### config.mk
export PLATFORM = sky130hd
export DESIGN_NAME = ysyx22041405_mem_arbiter_flat
export DESIGN_NICKNAME = d
export VERILOG_FILES = /design/src/rtl/ysyx22041405_mem_arbiter_if.sv /design/src/rtl/ysyx22041405_mem_arbiter.sv /design/src/flat_wrapper.sv
export SDC_FILE = /design/constraint.sdc
export NUM_CORES = 1
export LEC_CHECK = 0
export BUFFER_PORTS_ARGS = -buffer_cell sky130_fd_sc_hd__buf_2
export CAP_MARGIN = 20
export CORE_AREA = 8 8 115 117
export DETAILED_ROUTE_END_ITERATION = 6
export DIE_AREA = 0 0 123 125
export PLACE_DENSITY = 0.74
export SLEW_MARGIN = 20
export SYNTH_ARGS = -nofsm -noshare
export SYNTH_HDL_FRONTEND = slang
export SYNTH_SLANG_ARGS = --single-unit
export TNS_END_PERCENT = 5
### constraint.sdc
create_clock -name clk -period 2.1 [get_ports clk]
set_input_delay 0.21 -clock clk [delete_from_list [all_inputs] [get_ports clk]]
set_output_delay 0.21 -clock clk [all_outputs]
set_load 0.005 [all_outputs]
### src/rtl/ysyx22041405_mem_arbiter_if.sv
// Request/response bus shared by the fetch, load/store and memory sides of the arbiter.
// The requester drives the request fields. The responder drives ready and the response.
interface ysyx22041405_mem_arbiter_if #(
    parameter int unsigned WIDTH = 32
);
    logic               req_valid;
    logic               req_ready;
    logic [WIDTH-1:0]   addr;
    logic               we;
    logic [WIDTH-1:0]   wdata;
    logic [WIDTH/8-1:0] wmask;
    logic               resp_valid;
    logic [WIDTH-1:0]   rdata;

    modport master (
        output req_valid, addr, we, wdata, wmask,
        input  req_ready, resp_valid, rdata
    );

    modport slave (
        input  req_valid, addr, we, wdata, wmask,
        output req_ready, resp_valid, rdata
    );
endinterface

### src/rtl/ysyx22041405_mem_arbiter.sv
// Arbitrates the IFU and LSU onto a single memory port with one outstanding transaction.
// LSU has priority. A starvation counter forces a fetch grant after STARVE_MAX LSU wins.
module ysyx22041405_mem_arbiter #(
    parameter int unsigned WIDTH      = 32,
    parameter int unsigned STARVE_MAX = 4
) (
    input  logic                              clk,
    input  logic                              rst,
    ysyx22041405_mem_arbiter_if.slave         ifu,
    ysyx22041405_mem_arbiter_if.slave         lsu,
    ysyx22041405_mem_arbiter_if.master        mem,
    output logic                              busy
);
    localparam int unsigned CntW = $clog2(STARVE_MAX + 1);

    typedef enum logic [1:0] {StIdle, StReq, StWait} state_e;

    state_e             state_q, state_d;
    logic               owner_ls_q;
    logic [CntW-1:0]    starve_q;
    logic [WIDTH-1:0]   addr_q;
    logic               we_q;
    logic [WIDTH-1:0]   wdata_q;
    logic [WIDTH/8-1:0] wmask_q;

    logic force_if, grant_if, grant_ls, resp_fire;

    // Fetch requests never carry write data.
    logic unused_ifu_fields;
    assign unused_ifu_fields = ^{ifu.we, ifu.wdata, ifu.wmask};

    always_comb begin
        force_if = (starve_q == CntW'(STARVE_MAX));
        grant_if = (state_q == StIdle) && ifu.req_valid && (force_if || !lsu.req_valid);
        grant_ls = (state_q == StIdle) && lsu.req_valid && !(force_if && ifu.req_valid);
    end

    always_ff @(posedge clk) begin
        if (rst) begin
            state_q <= StIdle;
        end else begin
            state_q <= state_d;
        end
    end

    always_comb begin
        state_d = state_q;
        unique case (state_q)
            StIdle:  if (grant_if || grant_ls) state_d = StReq;
            StReq:   if (mem.req_ready)        state_d = StWait;
            StWait:  if (mem.resp_valid)       state_d = StIdle;
            default:                           state_d = StIdle;
        endcase
    end

    always_ff @(posedge clk) begin
        if (rst) begin
            owner_ls_q <= 1'b0;
            starve_q   <= '0;
            addr_q     <= '0;
            we_q       <= 1'b0;
            wdata_q    <= '0;
            wmask_q    <= '0;
        end else if (grant_if) begin
            owner_ls_q <= 1'b0;
            starve_q   <= '0;
            addr_q     <= ifu.addr;
            we_q       <= 1'b0;
            wdata_q    <= '0;
            wmask_q    <= '0;
        end else if (grant_ls) begin
            owner_ls_q <= 1'b1;
            addr_q     <= lsu.addr;
            we_q       <= lsu.we;
            wdata_q    <= lsu.wdata;
            wmask_q    <= lsu.wmask;
            // Count only LSU wins that actually made a waiting fetch wait longer.
            if (!ifu.req_valid) begin
                starve_q <= '0;
            end else if (!force_if) begin
                starve_q <= starve_q + CntW'(1);
            end
        end
    end

    always_comb begin
        resp_fire      = (state_q == StWait) && mem.resp_valid;
        ifu.req_ready  = grant_if;
        lsu.req_ready  = grant_ls;
        ifu.resp_valid = resp_fire && !owner_ls_q;
        lsu.resp_valid = resp_fire && owner_ls_q;
        ifu.rdata      = ifu.resp_valid ? mem.rdata : '0;
        lsu.rdata      = lsu.resp_valid ? mem.rdata : '0;
        mem.req_valid  = (state_q == StReq);
        mem.addr       = addr_q;
        mem.we         = we_q;
        mem.wdata      = wdata_q;
        mem.wmask      = wmask_q;
        busy           = (state_q != StIdle);
    end
endmodule

### src/flat_wrapper.sv
// flat-port wrapper written by rule: the top's interface ports become plain ports
module ysyx22041405_mem_arbiter_flat 
#(
    parameter int unsigned WIDTH      = 32,
    parameter int unsigned STARVE_MAX = 4
)
  (clk, rst, busy, ifu_req_valid, ifu_addr, ifu_we, ifu_wdata, ifu_wmask, ifu_req_ready, ifu_resp_valid, ifu_rdata, lsu_req_valid, lsu_addr, lsu_we, lsu_wdata, lsu_wmask, lsu_req_ready, lsu_resp_valid, lsu_rdata, mem_req_valid, mem_addr, mem_we, mem_wdata, mem_wmask, mem_req_ready, mem_resp_valid, mem_rdata);
  ysyx22041405_mem_arbiter_if #(.WIDTH(WIDTH)) ifu_i ();
  ysyx22041405_mem_arbiter_if #(.WIDTH(WIDTH)) lsu_i ();
  ysyx22041405_mem_arbiter_if #(.WIDTH(WIDTH)) mem_i ();
  input  logic clk;
  input  logic rst;
  output logic busy;
  input wire logic [$bits(ifu_i.req_valid)-1:0] ifu_req_valid;
  input wire logic [$bits(ifu_i.addr)-1:0] ifu_addr;
  input wire logic [$bits(ifu_i.we)-1:0] ifu_we;
  input wire logic [$bits(ifu_i.wdata)-1:0] ifu_wdata;
  input wire logic [$bits(ifu_i.wmask)-1:0] ifu_wmask;
  output wire logic [$bits(ifu_i.req_ready)-1:0] ifu_req_ready;
  output wire logic [$bits(ifu_i.resp_valid)-1:0] ifu_resp_valid;
  output wire logic [$bits(ifu_i.rdata)-1:0] ifu_rdata;
  input wire logic [$bits(lsu_i.req_valid)-1:0] lsu_req_valid;
  input wire logic [$bits(lsu_i.addr)-1:0] lsu_addr;
  input wire logic [$bits(lsu_i.we)-1:0] lsu_we;
  input wire logic [$bits(lsu_i.wdata)-1:0] lsu_wdata;
  input wire logic [$bits(lsu_i.wmask)-1:0] lsu_wmask;
  output wire logic [$bits(lsu_i.req_ready)-1:0] lsu_req_ready;
  output wire logic [$bits(lsu_i.resp_valid)-1:0] lsu_resp_valid;
  output wire logic [$bits(lsu_i.rdata)-1:0] lsu_rdata;
  output wire logic [$bits(mem_i.req_valid)-1:0] mem_req_valid;
  output wire logic [$bits(mem_i.addr)-1:0] mem_addr;
  output wire logic [$bits(mem_i.we)-1:0] mem_we;
  output wire logic [$bits(mem_i.wdata)-1:0] mem_wdata;
  output wire logic [$bits(mem_i.wmask)-1:0] mem_wmask;
  input wire logic [$bits(mem_i.req_ready)-1:0] mem_req_ready;
  input wire logic [$bits(mem_i.resp_valid)-1:0] mem_resp_valid;
  input wire logic [$bits(mem_i.rdata)-1:0] mem_rdata;
  assign ifu_i.req_valid = ifu_req_valid;
  assign ifu_i.addr = ifu_addr;
  assign ifu_i.we = ifu_we;
  assign ifu_i.wdata = ifu_wdata;
  assign ifu_i.wmask = ifu_wmask;
  assign ifu_req_ready = ifu_i.req_ready;
  assign ifu_resp_valid = ifu_i.resp_valid;
  assign ifu_rdata = ifu_i.rdata;
  assign lsu_i.req_valid = lsu_req_valid;
  assign lsu_i.addr = lsu_addr;
  assign lsu_i.we = lsu_we;
  assign lsu_i.wdata = lsu_wdata;
  assign lsu_i.wmask = lsu_wmask;
  assign lsu_req_ready = lsu_i.req_ready;
  assign lsu_resp_valid = lsu_i.resp_valid;
  assign lsu_rdata = lsu_i.rdata;
  assign mem_req_valid = mem_i.req_valid;
  assign mem_addr = mem_i.addr;
  assign mem_we = mem_i.we;
  assign mem_wdata = mem_i.wdata;
  assign mem_wmask = mem_i.wmask;
  assign mem_i.req_ready = mem_req_ready;
  assign mem_i.resp_valid = mem_resp_valid;
  assign mem_i.rdata = mem_rdata;
  ysyx22041405_mem_arbiter #(.WIDTH(WIDTH), .STARVE_MAX(STARVE_MAX)) u_core (.clk(clk), .rst(rst), .ifu(ifu_i), .lsu(lsu_i), .mem(mem_i), .busy(busy));
endmodule
==> impl_metrics.tcl, run 1 <==
set metrics [dict create \
    status "finished, final reports clean" \
    met3WireLength_um 1356 \
    io_pins 315 \
    synth-seq-cells 75 \
    htree_levels 3 \
    cts_inserted_buffers 9 \
    postCtsSetupBuffers 0 \
    drc_errors 0 \
    cts_resized 0 \
    slowest_stage "or3b_1" \
    n_fill_cell 1196 \
    wl_per_cell_um 17.41 \
    crit_type "flip-flop to primary output" \
    area_growth_pct 47.12 \
    grt_util_all_layers_pct 18.82 \
    vias_per_cell 5.250 \
    cpPeakStageDelay_ps 590 \
    drive_gt1_share_pct 43.66 \
    reg2reg_from "u_core.state_q[0]" \
    cts_hold_buf 0 \
    setup_tns_ps 0 \
    drv_cap 0 \
    final-hold-violation-count 0 \
    hp-class "primary input to flip-flop" \
    synth_area_leaders "dfxtp_1 (39%), and2_1 (11%), a21oi_1 (9.7%)" \
    synth_top_area_share_pct 39.27 \
    die_y_um 125 \
    drt_iter0_markers 433 \
    die_x_um 123 \
    grt_max_degree 44 \
    finalCoreUtilization_pct 48.45 \
    dp_hpwl_um 11250 \
    cp-end-kind "primary output" \
    synth.largest_area_cell "dfxtp_1" \
    worstSetupEndpoint "ifu_req_ready" \
    maxSlewViolCount 0 \
    worstReg2RegEnd "u_core.mem.addr[8]" \
    ir_worst_vdd_mv 0.6209 \
    vias 4625 \
    multiInputGateArea_mm2 0.002032 \
    worstSkewPairLatency_ps 330 \
    firstDrtPassIters 4 \
    overflow 0 \
    yosysWarnings 0 \
    netlist-cell-type-count 33 \
    async_reset_ff_share_pct 0 \
    grt_pass1_wl_um 23520 \
    powerDensity_mw_per_mm2 729.6 \
    start_kind "flip-flop" \
    dr_wl_met2_um 7448 \
    clock-sinks 75 \
    synth.cell_area_mm2 0.003824 \
    relSlewSlack_pct 70.55 \
    synthCells 482 \
    die-area_mm2 0.01538 \
    setup_violations 0 \
    fin_skew_ps 5.667 \
    worst_pin_slew_ps 441.8 \
    clockRootBuffer "clkbuf_16" \
    cts_max_path_buffers 2 \
    coreArea_mm2 0.01161 \
    ys_seq_area_share_pct 39.27 \
    regArea_mm2 0.001501 \
    antenna_found_initial 1 \
    final_nets 906 \
    routed.top_layer "met4" \
    postSynthAreaPerCell_um2 7.933 \
    grt_pass1_vias 4584 \
    rr_worst_depth 4 \
    synth_nets 660 \
    fin_crit_ps 1980 \
    clkTransAtPathRegs_ps 60 \
    tritoncts "done" \
    antenna_left 0 \
    fin_crit_sh_pct 94.31 \
    p_leak_nw 2.725 \
    critPathLaunch "u_core.state_q[0]" \
    synth-edff-count 0 \
    required_ps 1890 \
    synthFlopType "dfxtp_1" \
    wirelength_um 15340 \
    critPathMaxFanout 26 \
    fmax_mhz 504.9 \
    initial_utilization_pct 32.93 \
    port_buffers 277 \
    rows 40 \
    worstPathCellList "or3b_1 -> buf_12 -> nor2_1 -> buf_2" \
    grt_setup_unrepaired "no" \
    arrival_ps 1770 \
    wl_met1_um 6006 \
    gp_congestion 0.7950 \
    reg2reg_slack_ps 410 \
]
[synth_stat cells (all sizes together) (2+ instances only)]
library cell  instances
a21oi                74
a311oi               32
and2                 66
buf                  18
clkbuf               42
dfxtp                75
ha                    2
inv                   5
nand2                 3
nand3                40
nand4                32
nor2                  6
nor3b                 2
o21ai                72
or3b                  2
[state kept, by name, summed over array words and instances, names as in the netlist]
signal / cells
u_core.owner_ls_q: 1
u_core.starve_q: 3
u_core.mem.wmask: 4
u_core.mem.wdata: 32
u_core.mem.addr: 32
u_core.mem.we: 1
u_core.state_q: 2
[placed cells by master (no fill, tap or decap), types with 9 or more instances in the layout]
| master | count |
|---|---|
| a21oi_1 | 74 |
| a311oi_1 | 31 |
| and2_1 | 65 |
| buf_2 | 277 |
| buf_4 | 15 |
| clkbuf_16 | 9 |
| dfxtp_1 | 75 |
| nand3_1 | 40 |
| nand4_1 | 32 |
| o21ai_0 | 62 |
| o21ai_1 | 9 |
[worst min-delay path by stage]
stage               cells past startpoint              endpoint                 from
detailed placement                      2   u_core.mem.wdata[2]  u_core.mem.wdata[2]
finish                                  3   u_core.mem.wmask[1]         lsu_wmask[1]
global route                            3  u_core.mem.wdata[29]        lsu_wdata[29]
CTS                                     3   u_core.mem.wdata[4]         lsu_wdata[4]
global placement                        2   u_core.mem.wdata[2]  u_core.mem.wdata[2]
floorplan                               2  u_core.mem.wdata[10]        lsu_wdata[10]
[worst max-delay path, delay by kind of cell, from the launching register on]
family	cells	cell delay (ps)
DFF	1	420
buffers and inverters	2	350
and+or+nand+nor	2	670
[stage by stage]
| stage | hold WS (ps) | cells | cell area [µm²] | setup WS (ps) | power, mW |
|---|---|---|---|---|---|
| 5_1_grt | 122.3 | 881 | 5625 | 11.08 | 4.312 |
| 3_5_place_dp | 463.9 | 864 | 5295 | 410.1 | 2.466 |
| 4_1_cts | 116.2 | 880 | 5623 | 101.8 | 4.153 |
| 2_1_floorplan | 356.7 | 482 | 3824 | 533.4 | 2.084 |
| 3_3_place_gp | 456.6 | 864 | 5295 | 434.5 | 2.453 |
| 6_report | 127.1 | 881 | 5625 | 119.5 | 4.104 |
[layout make-up]
class,count,area share (%)
Inverter,5,0.3336
Timing Repair Buffer,295,27.71
Tap cell,147,3.270
Clock inverter,6,1.579
Multi-Input combinational cell,342,36.12
Sequential cell,75,26.69
Antenna cell,1,0.04448
Clock buffer,10,4.248
[report_power, final]
group          switching [mW]  internal, mW
clock                   0.600          1.07
combinational           0.454         0.362
sequential             0.0648          1.55
total                    1.12          2.99
[layer usage]
layer / vias up / global-route usage, %
li1: 2255 / -
met1: 2122 / 20.90
met2: 218 / 31.84
met3: 30 / 5.626
met4: 0 / 9.142
met5: - / 0
[logic make-up (layout without fill, tap and decap cells)]
| logic type | Yosys count | after routing | share of synthesized area (%) |
|---|---|---|---|
| buffers and inverters | 65 | 316 | 8.180 |
| other | 0 | 1 | 0 |
| AOI/OAI and AO/OA | 183 | 183 | 27.88 |
| DFF | 75 | 75 | 39.27 |
| adders and majority gates | 2 | 2 | 0.6543 |
| and+or+nand+nor | 157 | 157 | 24.02 |
(Power assumes the default switching activity.)
==> inputs of run 2 (changes only) <==
--- a/config.mk
+++ b/config.mk
@@ -5,6 +5,7 @@
 export SDC_FILE = /design/constraint.sdc
 export NUM_CORES = 1
 export LEC_CHECK = 0
+export ABC_CLOCK_PERIOD_IN_PS = 2050
 export BUFFER_PORTS_ARGS = -buffer_cell sky130_fd_sc_hd__buf_2
 export CAP_MARGIN = 20
 export CORE_AREA = 8 8 115 117
==> constraint.sdc (replaced) <==
create_clock -name clk -period 2.05 [get_ports clk]
set_input_delay 0.205 -clock clk [delete_from_list [all_inputs] [get_ports clk]]
set_output_delay 0.205 -clock clk [all_outputs]
set_load 0.005 [all_outputs]
==> run 2 against run 1 <==
  * Via count up 0.35%
  * Clock power shrank 13%
  * Non-clock buffer count did not move
==> impl_metrics.tcl, run 2 (synthesis gave the netlist of run 1 again) <==
set metrics [dict create \
    status "finished, final reports clean" \
    worstSkewPairLatency_ps 330 \
    drive_gt1_share_pct 43.38 \
    vias 4641 \
    drv_cap 0 \
    p_leak_nw 2.709 \
    grt_pass1_vias 4646 \
    firstDrtPassIters 5 \
    stdcell_count 881 \
    powerDensity_mw_per_mm2 705.6 \
    drc_errors 0 \
    fin_skew_ps 9.111 \
    dpl_cell_area_mm2 0.005308 \
    layout_common_cells "buf_2 (277), dfxtp_1 (75), a21oi_1 (74)" \
    whs_path_depth 3 \
    cts_max_path_buffers 2 \
    rr_worst_depth 4 \
    grt_util_all_layers_pct 18.96 \
    clock-sinks 75 \
    start_kind "flip-flop" \
    die_x_um 123 \
    clkTransAtPathRegs_ps 60 \
    antenna_left 0 \
    final-hold-violation-count 0 \
    die_y_um 125 \
    grt_max_degree 44 \
    drt_iter0_markers 341 \
    hp-class "primary input to flip-flop" \
    postCtsSetupBuffers 0 \
    cts_resized 0 \
    clockRootBuffer "clkbuf_16" \
    gp_congestion 0.8084 \
    finalCoreUtilization_pct 48.08 \
    cp-end-kind "primary output" \
    area_growth_pct 46.01 \
    initial_utilization_pct 32.93 \
    cts_hold_buf 0 \
    required_ps 1850 \
    wl_per_cell_um 17.47 \
    ir_worst_vdd_mv 0.4429 \
    setup_violations 0 \
    setup_tns_ps 0 \
    fin_crit_sh_pct 94.75 \
    maxSlewViolCount 0 \
    die-area_mm2 0.01538 \
    n_fill_cell 1218 \
    tritoncts "done" \
    io_pins 315 \
    fmax_mhz 514.8 \
    final_nets 906 \
    htree_levels 3 \
    overflow 0 \
    coreArea_mm2 0.01161 \
    grt_pass1_wl_um 23480 \
    critPathMaxFanout 26 \
    final_area_mm2 0.005583 \
    grt_setup_unrepaired "no" \
    cts_inserted_buffers 9 \
    port_buffers 277 \
    antenna_found_initial 1 \
    arrival_ps 1740 \
    rows 40 \
    timing.hold.ws_ps 124.8 \
    vias_per_cell 5.268 \
    dp_hpwl_um 11200 \
    dp.cells 864 \
    fin_crit_ps 1942 \
    crit_type "flip-flop to primary output" \
    final_common_cell "buf_2" \
    worst_pin_slew_ps 466.7 \
    wirelength_um 15390 \
    relSlewSlack_pct 68.89 \
]
## run 2: cell count changes in the layout (fill, tap and decap cells not counted)
| cell | before | now |
|---|---|---|
| buf_12 | 3 | 4 |
| clkinv_2 | 1 | 2 |
| buf_4 | 15 | 14 |
| clkbuf_1 | 0 | 2 |
| clkinvlp_4 | 2 | 1 |
| bufinv_16 | 2 | 0 |
## run 2: critical path, cell delays in order (launching register included)
cell	delay, ps
dfxtp_1	410
or3b_1	580
buf_12	240
nor2_1	80
buf_2	110
## run 2: metal layers
| metal | wire length (µm) | vias up | track usage [%] |
|---|---|---|---|
| met1 | 5947 | 2138 | 21.24 |
| met3 | 1417 | 25 | 6.391 |
| met4 | 374 | 0 | 7.725 |
| li1 | - | 2257 | - |
| met5 | 0 | - | 0 |
| met2 | 7655 | 221 | 32.03 |
## run 2: area by class of cell
type                    instances  area, µm²  area share, %
multi-input cells             342       2032          36.40
repair buffers                295       1572          28.15
flip-flops and latches         75       1501          26.89
clock buffers                  12      246.5          4.415
well taps                     147      183.9          3.294
clock inverters                 4      26.28         0.4706
inverters                       5      18.77         0.3362
diodes                          1      2.502        0.04482
## run 2: report_power, final
part           switching [mW]  internal [mW]
sequential             0.0662           1.59
clock                   0.596          0.851
combinational           0.466          0.371
## run 2: path summary, 6_finish.rpt
| check | startpoint | to | slack (ps) |
|---|---|---|---|
| worst max register to register | u_core.state_q[0] | u_core.mem.addr[8] | 390 |
| worst min-delay path | lsu_wdata[0] | u_core.mem.wdata[0] | 120 |
| worst max-delay path | u_core.state_q[0] | ifu_req_ready | 110 |
| worst min register to register | u_core.mem.wdata[15] | u_core.mem.wdata[15] | 470 |
## run 2: metrics by stage
| stage | total power, mW | worst slack, ps |
|---|---|---|
| after floorplan | 2.135 | 483.4 |
| after global placement | 2.514 | 388.0 |
| after detailed placement | 2.524 | 379.3 |
| after CTS | 3.997 | 84.57 |
| after global routing | 4.154 | 6.650 |
| final | 3.939 | 107.6 |
==> inputs of run 3 (changes only) <==
--- a/config.mk
+++ b/config.mk
@@ -5,13 +5,13 @@
 export SDC_FILE = /design/constraint.sdc
 export NUM_CORES = 1
 export LEC_CHECK = 0
-export ABC_CLOCK_PERIOD_IN_PS = 2050
+export ABC_CLOCK_PERIOD_IN_PS = 2350
 export BUFFER_PORTS_ARGS = -buffer_cell sky130_fd_sc_hd__buf_2
 export CAP_MARGIN = 20
-export CORE_AREA = 8 8 115 117
+export CORE_AREA = 8 8 117 119
 export DETAILED_ROUTE_END_ITERATION = 6
-export DIE_AREA = 0 0 123 125
-export PLACE_DENSITY = 0.74
+export DIE_AREA = 0 0 125 127
+export PLACE_DENSITY = 0.68
 export SLEW_MARGIN = 20
 export SYNTH_ARGS = -nofsm -noshare
 export SYNTH_HDL_FRONTEND = slang
==> constraint.sdc (replaced) <==
create_clock -name clk -period 2.35 [get_ports clk]
set_input_delay 0.3525 -clock clk [delete_from_list [all_inputs] [get_ports clk]]
set_output_delay 0.3525 -clock clk [all_outputs]
set_load 0.005 [all_outputs]
==> run 3 against run 2 <==
  * Sequential share of layout area is 0.090 points lower
  * Worst hold slack better by 120 ps
  * Core utilization is 0.66 points lower
  * Power is 11% lower
  * Critical path depth is 1 lower
  * Count of clock-buffer cells in the layout is 1 lower
  * First-iteration DRC count is 1.2% lower
  * Via count is 1.2% lower
  * Cell count is 0.79% higher
  * Critical path type unchanged
  * Critical endpoint is now lsu_req_ready
==> impl_metrics.tcl, run 3 (synthesis gave the netlist of run 1 again) <==
set metrics [dict create \
    setup_slack_ps 216.9 \
    worstReg2RegEnd "u_core.mem.addr[15]" \
    grt_max_degree 41 \
    use_met1_pct 20.66 \
    busiest_layer "met2" \
    p_leak_nw 2.723 \
    grt_pass1_wl_um 24140 \
    crit_type "flip-flop to primary output" \
    drive_gt1_share_pct 44.19 \
    pre_cts_slack_ps 501.7 \
    setup_violations 0 \
    p_switching_mw 1.005 \
    arrival_ps 1780 \
    ir_worst_vdd_mv 0.2684 \
    final_area_mm2 0.005602 \
    stdcell_count 888 \
    layout_common_cells "buf_2 (277), dfxtp_1 (75), a21oi_1 (74)" \
    worst_pin_slew_ps 635.1 \
    cts_hold_buf 0 \
    fin_crit_sh_pct 90.77 \
    worstPathCellList "or3b_1 -> nor2_1 -> buf_2" \
    cp_top_family "simple AND/OR/NAND/NOR gates" \
    coreArea_mm2 0.01181 \
    overflow 0 \
    clock-sinks 75 \
    cpPeakStageDelay_ps 680 \
    cp-end-kind "primary output" \
    antenna_found_initial 1 \
    critPathMaxFanout 19 \
    grt_util_all_layers_pct 18.31 \
    crit_buf_inv 1 \
    rr_worst_depth 7 \
    n_fill_cell 1233 \
    fin_crit_ps 2133 \
    reg2reg_slack_ps 540 \
    final-hold-violation-count 0 \
    dp.cells 871 \
    switching_share_pct 28.78 \
    final_common_cell "buf_2" \
    initial_utilization_pct 32.37 \
    drt_iter0_markers 337 \
    postCtsSetupBuffers 0 \
    drv_cap 0 \
    final_nets 913 \
    status "finished, final reports clean" \
    worstSkewPairLatency_ps 320 \
    cts_resized 0 \
    fin_skew_ps 7.296 \
    clockPowerShare_pct 37.8 \
    start_kind "flip-flop" \
    worstSetupEndpoint "lsu_req_ready" \
    io_pins 315 \
    htree_levels 3 \
    vias_per_cell 5.161 \
    wirelength_um 15370 \
    hp-class "primary input to flip-flop" \
    finalPower_mw 3.491 \
    antenna_left 0 \
    dpl_cell_area_mm2 0.005310 \
    whs_path_depth 2 \
    port_buffers 277 \
    die_y_um 127 \
    critPathLaunch "u_core.state_q[0]" \
    grt_pass1_vias 4604 \
    relSlewSlack_pct 57.66 \
    reg2reg_from "u_core.starve_q[0]" \
    area_growth_pct 46.50 \
    die-area_mm2 0.01588 \
    tritoncts "done" \
    p_comb_share_pct 20.9 \
    powerDensity_mw_per_mm2 623.2 \
    clockRootBuffer "clkbuf_16" \
    die_x_um 125 \
    clkTransAtPathRegs_ps 60 \
    rows 40 \
    critical_path_depth 3 \
    drc_errors 0 \
    wl_per_cell_um 17.31 \
    hold_start "rst" \
    cts_max_path_buffers 2 \
    dp_hpwl_um 11510 \
    required_ps 2000 \
    vias 4583 \
    cts_inserted_buffers 9 \
    slowest_stage "or3b_1" \
    setup_tns_ps 0 \
    grtUsageMet3_pct 5.824 \
    fmax_mhz 468.8 \
    intPower_mw 2.486 \
    p_seq_share_pct 41.3 \
    gp_congestion 0.8241 \
    grt_setup_unrepaired "no" \
    met2_usage_pct 32.21 \
    firstDrtPassIters 5 \
    maxSlewViolCount 0 \
]
==> run 3: layer usage <==
layer | part of all wire, % | wire length [µm]
met5 | 0 | 0
met4 | 1.9 | 287
met3 | 7.9 | 1219
met2 | 50 | 7640
met1 | 40 | 6221
==> run 3: worst min path at each step <==
| stage | to | slack, ps |
|---|---|---|
| 5_1_grt | u_core.state_q[1] | 250 |
| 3_5_place_dp | u_core.mem.wdata[5] | 470 |
| 4_1_cts | u_core.state_q[0] | 230 |
| 2_1_floorplan | u_core.owner_ls_q | 450 |
| 3_3_place_gp | u_core.mem.wdata[3] | 460 |
| 6_report | u_core.state_q[0] | 250 |
==> run 3: area by class of cell <==
class / count / area [µm²] / share of cell area [%]
diodes: 1 / 2.502 / 0.04467
clock buffers: 11 / 252.7 / 4.512
clock inverters: 5 / 36.28 / 0.6478
inverters: 5 / 18.77 / 0.3350
multi-input cells: 342 / 2032 / 36.27
flip-flops and latches: 75 / 1501 / 26.80
well taps: 147 / 183.9 / 3.283
repair buffers: 302 / 1574 / 28.10
==> run 3: stage by stage <==
stage	hold slack [ps]	util (%)
6_report	246.5	47.43
5_1_grt	251.9	47.43
4_1_cts	228.9	47.40
3_5_place_dp	466.2	44.96
3_3_place_gp	458.1	44.96
2_1_floorplan	451.9	-
==> run 3: power by group through the flow <==
stage	sequential, mW	combinational [mW]	clock [mW]
3_3_place_gp	1.46	0.736	0
5_1_grt	1.46	0.812	1.41
4_1_cts	1.44	0.740	1.36
6_report	1.44	0.730	1.32
3_5_place_dp	1.47	0.739	0
2_1_floorplan	1.48	0.385	0
==> run 3: worst reg2reg max path, delay by kind of cell (launching register included) <==
| family | cells | cell delay [ps] |
|---|---|---|
| adders and majority gates | 1 | 260 |
| DFF | 1 | 350 |
| AOI/OAI and AO/OA | 3 | 550 |
| buffers and inverters | 3 | 560 |
